`src/rtl/alu_multibyte_add_seq.sv`:
```
// Byte-serial sequencer around an external 8-bit ripple-carry adder.
// Operands arrive through a valid/ready handshake. The result and flags leave through a second one.
module alu_multibyte_add_seq #(
    parameter int unsigned NBYTES = 4
) (
    input  logic                  iClk,
    input  logic                  iRst,
    input  logic                  iValid,
    output logic                  oReady,
    input  logic [8*NBYTES-1:0]   iA,
    input  logic [8*NBYTES-1:0]   iB,
    input  logic                  iSub,
    output logic [7:0]            oAddA,
    output logic [7:0]            oAddB,
    output logic                  oAddC,
    input  logic [7:0]            iAddSum,
    input  logic                  iAddCarry,
    output logic                  oValid,
    input  logic                  iReady,
    output logic [8*NBYTES-1:0]   oResult,
    output logic                  oCarry,
    output logic                  oOverflow,
    output logic                  oZero
);

    localparam int unsigned W  = 8 * NBYTES;
    localparam int unsigned IW = (NBYTES > 1) ? $clog2(NBYTES) : 1;

    typedef enum logic [1:0] {
        IDLE = 2'd0,
        RUN  = 2'd1,
        DONE = 2'd2
    } state_t;

    state_t          state;
    state_t          state_next;
    logic [W-1:0]    a_reg;
    logic [W-1:0]    b_reg;
    logic            carry_reg;
    logic            zero_acc;
    logic [IW-1:0]   idx;
    logic            last;
    logic            accept;

    assign last   = (idx == IW'(NBYTES - 1));
    assign accept = (state == IDLE) && iValid;

    // State register
    always_ff @(posedge iClk) begin
        if (iRst) begin
            state <= IDLE;
        end else begin
            state <= state_next;
        end
    end

    // Next-state logic
    always_comb begin
        state_next = state;
        case (state)
            IDLE: if (iValid) state_next = RUN;
            RUN:  if (last) state_next = DONE;
            DONE: if (iReady) state_next = IDLE;
            default: state_next = IDLE;
        endcase
    end

    // Handshake and adder drive; the adder answers within the same cycle
    always_comb begin
        oReady = 1'b0;
        oValid = 1'b0;
        oAddA  = 8'h00;
        oAddB  = 8'h00;
        oAddC  = 1'b0;
        case (state)
            IDLE: oReady = 1'b1;
            RUN: begin
                oAddA = a_reg[8*idx +: 8];
                oAddB = b_reg[8*idx +: 8];
                oAddC = carry_reg;
            end
            DONE: oValid = 1'b1;
            default: ;
        endcase
    end

    // Operand latch, byte collection and final flags
    always_ff @(posedge iClk) begin
        if (iRst) begin
            a_reg     <= '0;
            b_reg     <= '0;
            carry_reg <= 1'b0;
            zero_acc  <= 1'b0;
            idx       <= '0;
            oResult   <= '0;
            oCarry    <= 1'b0;
            oOverflow <= 1'b0;
            oZero     <= 1'b0;
        end else if (accept) begin
            a_reg     <= iA;
            b_reg     <= iSub ? ~iB : iB;
            carry_reg <= iSub;
            zero_acc  <= 1'b1;
            idx       <= '0;
        end else if (state == RUN) begin
            oResult[8*idx +: 8] <= iAddSum;
            carry_reg           <= iAddCarry;
            zero_acc            <= zero_acc && (iAddSum == 8'h00);
            idx                 <= idx + IW'(1);
            if (last) begin
                oCarry    <= iAddCarry;
                oOverflow <= (a_reg[W-1] == b_reg[W-1]) && (iAddSum[7] != a_reg[W-1]);
                oZero     <= zero_acc && (iAddSum == 8'h00);
            end
        end
    end

endmodule

```
`config.mk`:
```
export PLATFORM = sky130hd
export DESIGN_NAME = alu_multibyte_add_seq
export DESIGN_NICKNAME = d
export VERILOG_FILES = /design/src/rtl/alu_multibyte_add_seq.sv
export SDC_FILE = /design/constraint.sdc
export NUM_CORES = 1
export LEC_CHECK = 0
export CAP_MARGIN = 20
export CORE_ASPECT_RATIO = 1.4
export CORE_MARGIN = 5
export CORE_UTILIZATION = 43
export CTS_CLUSTER_DIAMETER = 120
export DETAILED_ROUTE_END_ITERATION = 8
export PLACE_DENSITY = 0.74
export SYNTH_ARGS = -nofsm -noshare
export SYNTH_HDL_FRONTEND = slang
export SYNTH_SLANG_ARGS = --single-unit
```
`constraint.sdc`:
```
create_clock -name iClk -period 5 [get_ports iClk]
set_input_delay 1 -clock iClk [delete_from_list [all_inputs] [get_ports iClk]]
set_output_delay 1 -clock iClk [all_outputs]
set_load 0.05 [all_outputs]
```
==> results.md <==
* Status: complete, no violations
* EDFF count, synth at 0
* Final Hold Viols at 0
* Initial DRC Count at 119
* Sw Pwr at 0.000469 W
* Post-Place Setup Slack at 1620 ps
* Async SR Flop Fraction at 0%
* Period utilization at 73.7%
* Synth Register Bits at 105
* Register share of total power at 48.8%
* Fmax at 0.271 GHz
* Initial cell density of the core at 43.6%
* Die area at 0.0131 sq mm
* Min-delay worst type: reg2reg
* Tot GR Track Use at 17.9%
* # DRC at 0
* # IOs at 132
* Hold Crit Start: a_reg[22]
* Die width at 98.3 um
* Synth cell types at 36
* Worst endpoint required time at 4000 ps
* Avg Cell Area, Syn at 9.38 sq um
* First-pass GRT wire length at 19,000 um
* Syn nets at 583
* Maximum clock path buffer count at 2
* Final WL at 11,900 um
* Share of layout cells above drive strength 1 at 7.45%
* Setup_tns at 0 ps
* Unrepaired setup endpoints after global routing: false
* Routed via count at 3,854
* Synth Instances at 500
* Worst-path clk slew at 60 ps
* Critical path's top delay family: simple AND/OR/NAND/NOR gates
* Initial antenna violation count at 0
* CTS Hold Bufs at 0
* Post-cts sizing count at 0
* Final min period at 3690 ps
* FILL cells at 961
* Vias in the first global route at 3,917
* Max VDD drop at 0.164 mV
* Syn-to-layout area delta at 33.6%
* Vias/cell at 5.17
* Max incr delay on CP at 810 ps
* Vert. Die Dim at 134 um
* Final Skew at 3.62 ps
* CP cell instances: nor2b_2 > and2_1 > clkdlybuf4s50_1
* Worst path slowest cell: clkdlybuf4s50_1
* CP Data Arrival Time at 2690 ps
* Worst Hold End: a_reg[22]
* Routed WL per cell at 16.0 um
* Top post-synthesis cells by area: dfxtp_1, mux4_2, xnor2_1
* RR Startpoint: idx[1]
* Synth warnings at 0
* Setup ws final at 1310 ps
* Dominant cell type by area after synthesis: dfxtp_1
* Worst-Margin Slew at 1060 ps
* CTS Sinks at 105
* Setup violators final at 0
* Total CTS buffers at 9
* FF-to-FF path depth at 6
* Crit Path Max Fanout at 21
* Global route total overflow at 0
* Core ar. at 0.0108 sq mm
* Slew margin rel. at 29.4%
* Crit path capture type: primary output
* GP Congestion at 0.783
* Clock Power Share at 34.0%
* Critical path startpoint category: flip-flop
* DRT antenna net count at 0
* Most instantiated cells after synthesis: dfxtp_1, nand2_1, nor2_1
* Largest net degree at the start of global routing at 108
* PD cells at 299 mW/mm^2
* Max Cap Violations at 0
* CTS tree: yes
* Post-synthesis sequential area ratio at 44.8%
* Synth top area share at 44.8%
* Post-CTS Setup Repair Bufs at 0
* # diodes at 0
* Crit Reg-Reg Endpoint: oResult[23]
* P_leak at 2.19 nW
* Nets at 684
* Path type of the worst setup path: reg2out
* Worst-skew pair later-pin latency at 330 ps
* Top-count cell post-synth: dfxtp_1
* Placed Cells at 730
* Hpwl dp at 8530 um
* R2r setup slk at 2560 ps
* Worst path buffer plus inverter count at 1
* Num rows at 45
* Max Slew Vio Count at 0
* Non-filler instance count after layout at 745
* Sw Ratio at 25.1%
* WHS Path Cells at 2
* First-pass DRT Iterations at 5
* Combinational power share at 17.2%
* CTS H-Tree Depth at 3
* Root Driver: clkbuf_16
* Port bufs at 131
* Ys flop type: dfxtp_1
* Mapped cell area at 0.00469 sq mm
* Internal power at 0.00140 W
[routing by layer]
metal,track usage [%],wire length (um),up-vias
met3,3.04,515,19
li1,-,-,1939
met4,7.44,278,0
met2,33.2,6430,110
met5,0,0,-
met1,20.0,4660,1786
[through the flow]
step	util (%)	hold WS, ps	total power [W]	cell area [sq um]
after floorplan	-	433	0.00113	4690
after global placement	55.5	441	0.00124	5970
after detailed placement	55.5	443	0.00125	5970
after CTS	58.0	452	0.00188	6240
after global routing	58.2	469	0.00195	6260
final	58.2	450	0.00187	6260
[worst register-to-register path: stages, from the launching register on]
cell and delay, ps:
dfxtp_1 960, inv_1 220, ha_1 310, nor2_1 160, nor4bb_1 350, buf_4 220, a31o_2 170
[worst max-delay path by stage]
stage                     endpoint  slack (ps)  cells past startpoint      from
after global routing      oAddB[1]        1110                      3  state[0]
after floorplan           oAddB[7]        2510                      3    idx[0]
after global placement    oAddB[1]        1680                      3  state[0]
after CTS                 oAddA[7]        1260                      3  state[0]
final                     oAddB[1]        1310                      3  state[0]
after detailed placement  oAddA[7]        1620                      3  state[0]
[placed cells by master, fill, tap and decap left out, types with 3 or more instances in the layout]
cell type / synthesis / routed
nand2b_1: 10 / 10
nand4_1: 5 / 5
a211oi_1: 33 / 33
buf_4: 1 / 4
a31o_2: 8 / 8
nand3b_1: 9 / 9
ha_1: 5 / 5
and2_1: 17 / 17
a21oi_1: 41 / 41
nor3b_1: 9 / 9
and3b_1: 4 / 4
nand2_1: 71 / 71
dfxtp_1: 105 / 105
inv_1: 8 / 8
nor2b_1: 4 / 3
clkbuf_1: 15 / 3
nor3_1: 3 / 3
clkbuf_16: 0 / 9
o21ai_0: 7 / 7
mux4_2: 16 / 16
xnor2_1: 33 / 33
a22o_1: 6 / 6
o32ai_1: 6 / 6
clkdlybuf4s50_1: 0 / 129
nor2_1: 42 / 42
[power groups by stage]
stage          clock network (W)  logic (W)  registers, W
2_1_floorplan                  0   0.000198      0.000935
3_3_place_gp                   0   0.000315      0.000929
3_5_place_dp                   0   0.000321      0.000932
4_1_cts                 0.000649   0.000322      0.000913
5_1_grt                 0.000682   0.000351      0.000918
6_report                0.000635   0.000322      0.000913
[cell type report]
cell class / instances / area [sq um] / area share, %
Timing Repair Buffer: 135 / 1350 / 21.6
Tap cell: 141 / 176 / 2.82
Multi-Input combinational cell: 342 / 2340 / 37.3
Sequential cell: 105 / 2100 / 33.6
Clock buffer: 14 / 264 / 4.21
Inverter: 8 / 30.0 / 0.479
[kinds of logic after synthesis]
logic type,share of synthesized area [%]
muxes,7.90
AOI/OAI and AO/OA,15.0
buffers and inverters,5.50
xor gates and xnor gates,6.16
DFF,44.8
adders and majority gates,1.33
and+or+nand+nor,19.3
(Power assumes the default switching activity.)
